==> src/rtl/roi_scan_ctrl_if.sv <==
// Host-side start/done transaction interface for roi_scan_ctrl.
// The crc member exists only when ROI_SCAN_CRC_EN is defined.
interface roi_scan_ctrl_if #(
    parameter int unsigned DIN_N  = 256,
    parameter int unsigned DOUT_N = 256
);
    logic              start;
    logic [DIN_N-1:0]  vec;
    logic              busy;
    logic              done;
    logic [DOUT_N-1:0] result;
`ifdef ROI_SCAN_CRC_EN
    logic [15:0]       crc;

    modport master (output start, vec, input busy, done, result, crc);
    modport slave  (input start, vec, output busy, done, result, crc);
`else
    modport master (output start, vec, input busy, done, result);
    modport slave  (input start, vec, output busy, done, result);
`endif
endinterface

==> src/rtl/roi_scan_ctrl.sv <==
// Sequencer for the serial ROI harness: shift stimulus in, strobe load/capture, shift result out.
// Optional CRC-16-CCITT over the returned bits with ROI_SCAN_CRC_EN; the harness return bit is sdo.
module roi_scan_ctrl #(
    parameter int unsigned DIN_N      = 256,
    parameter int unsigned DOUT_N     = 256,
    parameter int unsigned SETTLE_CYC = 4
) (
    input  logic           clk,
    input  logic           rst_n,
    roi_scan_ctrl_if.slave host,
    output logic           di,
    output logic           stb,
    input  logic           sdo
);
    localparam int unsigned MaxIo  = (DIN_N > DOUT_N) ? DIN_N : DOUT_N;
    localparam int unsigned MaxCnt = (MaxIo > SETTLE_CYC) ? MaxIo : SETTLE_CYC;
    localparam int unsigned CntW   = $clog2(MaxCnt + 1);

    typedef enum logic [2:0] {
        StIdle, StShiftIn, StLoad, StSettle, StCapture, StShiftOut, StDone
    } state_e;

    state_e            state_q, state_d;
    logic [CntW-1:0]   cnt_q, cnt_d;
    logic [DIN_N-1:0]  sr_q, sr_d;
    logic [DOUT_N-1:0] result_q, result_d;
    logic              di_q, di_d;
    logic              stb_q, stb_d;
    logic              busy_q, busy_d;
    logic              done_q, done_d;
    logic              sdo_q;
    logic              accept;
    logic              sample;
`ifdef ROI_SCAN_CRC_EN
    logic [15:0]       crc_q, crc_d;

    function automatic logic [15:0] crc_step(input logic [15:0] c, input logic b);
        return {c[14:0], 1'b0} ^ ((c[15] ^ b) ? 16'h1021 : 16'h0000);
    endfunction
`endif

    always_comb begin
        state_d  = state_q;
        cnt_d    = cnt_q;
        sr_d     = sr_q;
        result_d = result_q;
        accept   = 1'b0;
        sample   = 1'b0;
        unique case (state_q)
            StIdle: begin
                if (host.start) begin
                    accept   = 1'b1;
                    state_d  = StShiftIn;
                    cnt_d    = CntW'(DIN_N - 1);
                    sr_d     = host.vec;
                    result_d = '0;
                end
            end
            StShiftIn: begin
                sr_d = sr_q << 1;
                if (cnt_q == '0) state_d = StLoad;
                else             cnt_d   = cnt_q - CntW'(1);
            end
            StLoad: begin
                if (SETTLE_CYC == 0) begin
                    state_d = StCapture;
                end else begin
                    state_d = StSettle;
                    cnt_d   = CntW'(SETTLE_CYC - 1);
                end
            end
            StSettle: begin
                if (cnt_q == '0) state_d = StCapture;
                else             cnt_d   = cnt_q - CntW'(1);
            end
            StCapture: begin
                state_d = StShiftOut;
                cnt_d   = CntW'(DOUT_N);
            end
            StShiftOut: begin
                // sdo is registered on entry, so the first cycle here only fills sdo_q
                sample = (cnt_q != CntW'(DOUT_N));
                if (sample) result_d = {result_q[DOUT_N-2:0], sdo_q};
                if (cnt_q == '0) state_d = StDone;
                else             cnt_d   = cnt_q - CntW'(1);
            end
            StDone:  state_d = StIdle;
            default: state_d = StIdle;
        endcase

        // Outputs are decoded from the next state so di/stb/busy/done are plain flops
        di_d   = 1'b0;
        if (state_d == StShiftIn) di_d = accept ? host.vec[DIN_N-1] : sr_q[DIN_N-2];
        stb_d  = (state_d == StLoad) || (state_d == StCapture);
        busy_d = (state_d != StIdle);
        done_d = (state_d == StDone);
    end

`ifdef ROI_SCAN_CRC_EN
    always_comb begin
        crc_d = crc_q;
        if (accept)      crc_d = 16'hFFFF;
        else if (sample) crc_d = crc_step(crc_q, sdo_q);
    end
`endif

    always_ff @(posedge clk or negedge rst_n) begin
        if (!rst_n) begin
            state_q  <= StIdle;
            cnt_q    <= '0;
            sr_q     <= '0;
            result_q <= '0;
            di_q     <= 1'b0;
            stb_q    <= 1'b0;
            busy_q   <= 1'b0;
            done_q   <= 1'b0;
            sdo_q    <= 1'b0;
`ifdef ROI_SCAN_CRC_EN
            crc_q    <= 16'hFFFF;
`endif
        end else begin
            state_q  <= state_d;
            cnt_q    <= cnt_d;
            sr_q     <= sr_d;
            result_q <= result_d;
            di_q     <= di_d;
            stb_q    <= stb_d;
            busy_q   <= busy_d;
            done_q   <= done_d;
            sdo_q    <= sdo;
`ifdef ROI_SCAN_CRC_EN
            crc_q    <= crc_d;
`endif
        end
    end

    assign di          = di_q;
    assign stb         = stb_q;
    assign host.busy   = busy_q;
    assign host.done   = done_q;
    assign host.result = result_q;
`ifdef ROI_SCAN_CRC_EN
    assign host.crc    = crc_q;
`endif

endmodule

==> src/flat_wrapper.sv <==
// flat-port wrapper written by rule: the top's interface ports become plain ports
module roi_scan_ctrl_flat 
#(
    parameter int unsigned DIN_N      = 256,
    parameter int unsigned DOUT_N     = 256,
    parameter int unsigned SETTLE_CYC = 4
)
  (clk, rst_n, di, stb, sdo, host_start, host_vec, host_busy, host_done, host_result);
  roi_scan_ctrl_if #(.DIN_N(DIN_N), .DOUT_N(DOUT_N)) host_i ();
  input  logic clk;
  input  logic rst_n;
  output logic di;
  output logic stb;
  input  logic sdo;
  input wire logic [$bits(host_i.start)-1:0] host_start;
  input wire logic [$bits(host_i.vec)-1:0] host_vec;
  output wire logic [$bits(host_i.busy)-1:0] host_busy;
  output wire logic [$bits(host_i.done)-1:0] host_done;
  output wire logic [$bits(host_i.result)-1:0] host_result;
  assign host_i.start = host_start;
  assign host_i.vec = host_vec;
  assign host_busy = host_i.busy;
  assign host_done = host_i.done;
  assign host_result = host_i.result;
  roi_scan_ctrl #(.DIN_N(DIN_N), .DOUT_N(DOUT_N), .SETTLE_CYC(SETTLE_CYC)) u_core (.clk(clk), .rst_n(rst_n), .host(host_i), .di(di), .stb(stb), .sdo(sdo));
endmodule
==> config.mk <==
export PLATFORM = sky130hd
export DESIGN_NAME = roi_scan_ctrl_flat
export DESIGN_NICKNAME = d
export VERILOG_FILES = /design/src/rtl/roi_scan_ctrl_if.sv /design/src/rtl/roi_scan_ctrl.sv /design/src/flat_wrapper.sv
export SDC_FILE = /design/constraint.sdc
export NUM_CORES = 1
export LEC_CHECK = 0
export BUFFER_PORTS_ARGS = -buffer_cell sky130_fd_sc_hd__buf_2
export CAP_MARGIN = 40
export CORE_MARGIN = 2
export CORE_UTILIZATION = 58
export DETAILED_ROUTE_END_ITERATION = 8
export PLACE_DENSITY_LB_ADDON = 0.12
export SYNTH_ARGS = -nofsm -noshare
export SYNTH_HDL_FRONTEND = slang
export SYNTH_SLANG_ARGS = --single-unit
export TNS_END_PERCENT = 50
==> constraint.sdc <==
create_clock -name clk -period 5 [get_ports clk]
set_clock_uncertainty 0.15 [all_clocks]
set_input_delay 0.75 -clock clk [delete_from_list [all_inputs] [get_ports clk]]
set_output_delay 0.75 -clock clk [all_outputs]
set_load 0.03 [all_outputs]
==> impl_metrics.yaml, run 1 <==
grt:
  grt_pass1_wl_mm: 97.4
  grt_pass1_vias: 18400
  use_met1_pct: 40.2
  grt_start_max_net_pins: 284
  grt_usage_pct: 29.4
  grt_use_met2_pct: 45.7
  grt-busiest-layer: "met2"
  use_met3_pct: 6.77
  grt_overflow: 0
  antenna_found_initial: 27
synth:
  syn_nets: 2883
  syn_area_um2: 22800
  synth_edf_count: 0
  async_flop_share_pct: 100
  synthFlopType: "dfrtp_1"
  yosysSeqAreaShare_pct: 58.0
  synth_cell_type_count: 40
  syn_area_per_cell_um2: 8.69
  synth_cells: 2621
  synth_seq_cells: 528
  yosys_warnings: 0
cts:
  htree_levels: 2
  clock-root-buffer: "clkbuf_16"
  cts_buffers: 52
  post_cts_buffers: 0
  cts_sinks: 528
  hold_buffers: 0
  clock_latency_ns: 0.58
  tritoncts: "done"
  clk_pin_slew_ns: 0.06
  cts_repair_resize_count: 0
  clock_path_buffers: 3
die:
  pin_count: 520
  die_area_um2: 40900
  start_util_pct: 58.8
  chipHeight_um: 202
  coreArea_um2: 38700
  rows: 72
  die_w_um: 202
power_and_ir_drop:
  p_per_area_nw_per_um2: 673
  leakage_nw: 13.0
  ir_drop_mv: 0.332
sta:
  post-route-min-period_ns: 2.81
  max_freq_mhz: 355
  slew_headroom_pct: 15.4
  fin_hold_ws_ns: 0.0398
  setup_viol: 0
  drv_slew: 0
  fin_setup_tns_ns: 0
  worstMarginPinSlew_ns: 1.27
  rsz0062_at_grt: "false"
  fin_ws_ns: 2.19
  finalCritPeriodShare_pct: 56.3
  final_hold_viol_count: 0
worst_setup_path:
  cp_cell_sequence: "nor3_1 -> and2_4 -> buf_4 -> nand2_1 -> a31oi_1"
  startpoint_type: "register"
  ff2ff_setup_slack_ns: 2.19
  required_ns: 5.34
  r2r_end: "u_core.sr_q[72]$_DFFE_PN0P_"
  startpoint: "u_core.state_q[0]$_DFF_PN0_"
  endpoint_kind: "register"
  crit_slowest_cell: "and2_4"
  crit_cells: 5
  crit_family: "simple AND/OR/NAND/NOR gates"
  critPathMaxStageDelay_ns: 0.66
  crit_path_end: "u_core.sr_q[72]$_DFFE_PN0P_"
  worstPathArrival_ns: 3.16
  r2r_cells: 5
  criticalPathCategory: "register to register"
  cp_max_fo: 58
  r2r-start: "u_core.state_q[0]$_DFF_PN0_"
  critical_path_buf_inv_count: 1
route:
  vias: 20000
  drtIter0Drc: 2006
  wl_per_cell_um: 17.2
  routed_wirelength_mm: 61.3
  dr.pass1.iters: 6
  vias_per_cell: 5.61
  ant_nets: 0
  route.detailed.drc: 0
min_path:
  hp-class: "input port to asynchronous set/reset pin"
placement:
  io_buffer_count: 519
  dp_cells: 3448
  gp_congestion: 0.834
  pre_cts_slack_ns: 2.23
  hpwl_mm: 39.8
final_layout:
  final_nets: 3246
  ff_latch_area_um2: 13200
  drive_above_1_share_pct: 20.8
  syn2layout_area_growth_pct: 18.7
  fin_util_pct: 69.7
  fill_cells: 3171
  multi_input_area_um2: 8490
  fin_cells: 3560
outcome:
  status: "complete, no violations"
job:
  cap_viol_max_count: 0
routing by layer:
| layer | vias to the layer above | routed length, um | share of wire (%) |
|---|---|---|---|
| met5 | - | 92 | 0.15 |
| met4 | 16 | 2310 | 3.8 |
| met3 | 124 | 4530 | 7.4 |
| met2 | 706 | 28800 | 47 |
| met1 | 9560 | 25600 | 42 |
| li1 | 9580 | - | - |
cell type report:
type / count / area share, %
flip-flops and latches: 528 / 48.9
multi-input cells: 1858 / 31.4
repair buffers: 539 / 10.9
clock buffers: 82 / 5.72
well taps: 518 / 2.40
clock inverters: 13 / 0.435
diodes: 17 / 0.157
inverters: 5 / 0.0695
flip-flops by register name, indices dropped and copies added, names as in the netlist:
register,cells
u_core.stb,1
u_core.host.done,1
u_core.state_q,3
u_core.cnt_q,9
u_core.sr_q,255
u_core.host.result,256
u_core.sdo_q,1
u_core.host.busy,1
u_core.di,1
worst min-delay path by stage:
stage	slack (ns)	startpoint	endpoint	cells after the start
after global routing	0.11	rst_n	u_core.host.result[19]$_DFFE_PN0P_	1
after floorplan	0.30	rst_n	u_core.cnt_q[0]$_DFFE_PN0P_	0
after global placement	0.35	u_core.host.result[237]$_DFFE_PN0P_	u_core.host.result[238]$_DFFE_PN0P_	2
after CTS	0.09	sdo	u_core.sdo_q$_DFF_PN0_	1
after detailed placement	0.36	u_core.host.result[211]$_DFFE_PN0P_	u_core.host.result[212]$_DFFE_PN0P_	2
final	0.04	rst_n	u_core.host.result[19]$_DFFE_PN0P_	1
cells by family after synthesis:
group	Yosys count	synth area share (%)
fa+ha+maj	2	0.110
flops	528	58.0
mux	3	0.143
buf+inv	235	4.80
simple gates	1312	23.3
compound gates	541	13.6
cells in the final DEF (no fill, tap or decap), types with 11 or more instances in the layout:
cell type,count
clkbuf_8,11
o21ai_1,191
nand2_1,773
buf_12,13
nor2_1,260
clkbuf_1,18
diode_2,17
o21ai_0,66
dfrtp_1,528
nand3_1,259
buf_2,518
clkbuf_16,53
a21oi_1,12
a31oi_1,254
stage by stage:
stage	total power [W]	area [um^2]
6_report	0.0182	27000
5_1_grt	0.0193	27000
4_1_cts	0.0183	27000
3_5_place_dp	0.0144	25300
3_3_place_gp	0.0140	25300
2_1_floorplan	0.0121	22800
synth_stat cells (all sizes together), types with 2 or more instances:
cell	count	area share, %
nand2	775	13
dfrtp	528	58
nor2	260	4.3
nand3	259	5.7
o21ai	257	5.6
a31oi	254	7.0
clkbuf	140	2.3
buf	90	2.4
a21oi	12	0.26
inv	5	0.082
nor3	4	0.088
a31o	3	0.12
o22a	3	0.12
o22ai	3	0.082
a2bb2oi	2	0.077
and2	2	0.055
ha	2	0.11
mux2	2	0.099
nand3b	2	0.066
nor2b	2	0.055
nor4	2	0.12
o31ai	2	0.066
power by group:
| part | switching, W | internal [W] | total [W] |
|---|---|---|---|
| sequential | 0.00135 | 0.00622 | 0.00757 |
| clock | 0.00163 | 0.00222 | 0.00385 |
| combinational | 0.00465 | 0.00211 | 0.00676 |
| total | 0.00763 | 0.0105 | 0.0182 |
(Power assumes the default switching activity.)
==> run 2: changes to the inputs <==
- CORE_UTILIZATION: 58 -> 49
- clock period: 5 -> 2.5 ns (I/O delays scaled with it)
==> run 2 against run 1 <==
Against the previous run: critical path depth decreased by 1; clock power increased by 110%; sequential share of layout area decreased by 5.3 points; largest power group unchanged.
==> impl_metrics.yaml, run 2 (synthesis results as in run 1) <==
cts:
  cts_sinks: 528
  htree_levels: 2
  clock-root-buffer: "clkbuf_16"
  clock_latency_ns: 0.60
  post_cts_buffers: 0
  cts_buffers: 56
  tritoncts: "done"
  clock_path_buffers: 3
  clk_pin_slew_ns: 0.06
sta:
  fin_hold_ws_ns: 0.0947
  drv_slew: 0
  rsz0062_at_grt: "false"
  finalCritPeriodShare_pct: 91.6
  slew_headroom_pct: 53.6
  worstMarginPinSlew_ns: 0.690
  fin_setup_tns_ns: 0
  setup_viol: 0
  final_hold_viol_count: 0
  max_freq_mhz: 437
  post-route-min-period_ns: 2.29
worst_setup_path:
  startpoint: "u_core.state_q[2]$_DFF_PN0_"
  required_ns: 2.77
  criticalPathCategory: "register to register"
  r2r-start: "u_core.state_q[2]$_DFF_PN0_"
  startpoint_type: "register"
  cp_max_fo: 184
  endpoint_kind: "register"
  r2r_end: "u_core.sr_q[81]$_DFFE_PN0P_"
  r2r_cells: 4
  worstPathArrival_ns: 2.56
  ff2ff_setup_slack_ns: 0.21
grt:
  grt_pass1_vias: 20600
  grt_overflow: 0
  grt_start_max_net_pins: 185
  grt_pass1_wl_mm: 112
  antenna_found_initial: 6
  grt_usage_pct: 29.2
min_path:
  hp-class: "input port to register"
  holdPathStages: 4
  hold_path.startpoint: "host_start"
  whs_endpoint: "u_core.cnt_q[8]$_DFFE_PN0P_"
die:
  die_w_um: 220
  coreArea_um2: 45600
  die_area_um2: 48200
  pin_count: 520
  rows: 78
  start_util_pct: 50.0
  chipHeight_um: 220
route:
  wl_per_cell_um: 18.3
  drtIter0Drc: 2318
  ant_nets: 0
  dr.pass1.iters: 8
  routed_wirelength_mm: 72.1
  vias: 22000
  route.detailed.drc: 0
  vias_per_cell: 5.57
final_layout:
  drive_above_1_share_pct: 20.3
  final_common_cell: "nand2_1"
  syn2layout_area_growth_pct: 33.2
  final_nets: 3552
  fill_cells: 3512
  largest_reg_flops: 256
  stdcell_area_um2: 30300
  layout_common_cells: "nand2_1, dfrtp_1, buf_2"
placement:
  dpl_cell_area_um2: 25900
  gp_congestion: 0.852
  io_buffer_count: 519
  hpwl_mm: 43.8
power_and_ir_drop:
  ir_drop_mv: 1.04
  p_per_area_nw_per_um2: 1240
  leakage_nw: 14.4
  finalPower_w: 0.0376
job:
  cap_viol_max_count: 0
outcome:
  status: "complete, no violations"
==> run 2: cell type report <==
cell class              instances  area [um^2]  share of cell area, %
diodes                         10         25.0                 0.0825
clock buffers                  96         1750                   5.78
clock inverters                 6         65.1                  0.214
inverters                       5         18.8                 0.0619
multi-input cells            1859         8500                   28.0
flip-flops and latches        528        13200                   43.6
well taps                     600          751                   2.47
repair buffers                840         6010                   19.8
==> run 2: worst max path at each step <==
stage,cells past startpoint,slack [ns],to
final,4,0.21,u_core.sr_q[81]$_DFFE_PN0P_
after global routing,4,0.05,u_core.sr_q[81]$_DFFE_PN0P_
after CTS,5,0.27,u_core.sr_q[50]$_DFFE_PN0P_
after detailed placement,5,0.28,u_core.sr_q[36]$_DFFE_PN0P_
after global placement,6,0.37,u_core.cnt_q[5]$_DFFE_PN0P_
after floorplan,7,0.58,u_core.host.result[120]$_DFFE_PN0P_
==> run 2: power breakdown <==
part	switching [W]	total, W	internal (W)
clock network	0.00341	0.00823	0.00483
logic	0.00939	0.0140	0.00457
registers	0.00294	0.0154	0.0124
total	0.0157	0.0376	0.0218
==> run 2: what timing repair did <==
item,CTS,global route
hold endpoints to repair,608,0
gates resized for setup,0,1
endpoints found under the setup margin,0,2
hold buffers,258,0
==> run 2: through the flow <==
step	instances	util, %	worst slack, ns
floorplan	2621	-	0.582
global placement	3573	56.8	0.370
detailed placement	3573	56.8	0.285
CTS	3933	66.5	0.269
global route	3938	66.5	0.0452
finish	3944	66.6	0.209
==> run 2: metal layers <==
layer  track usage [%]  wire length, um  part of all wire, %  vias up
met5                 0                0                    0        -
met4              14.5             3590                  5.0        0
met3              6.45             5980                  8.3      251
met2              44.7            32900                   46     1041
met1              39.4            29600                   41    10500
li1                  -                -                    -    10200
==> run 2: critical path, cell delays in order, from the launching register on <==
cell and delay [ns]:
dfrtp_1 0.56, nor2_1 0.14, nand2_4 0.39, buf_16 0.49, a31oi_1 0.25
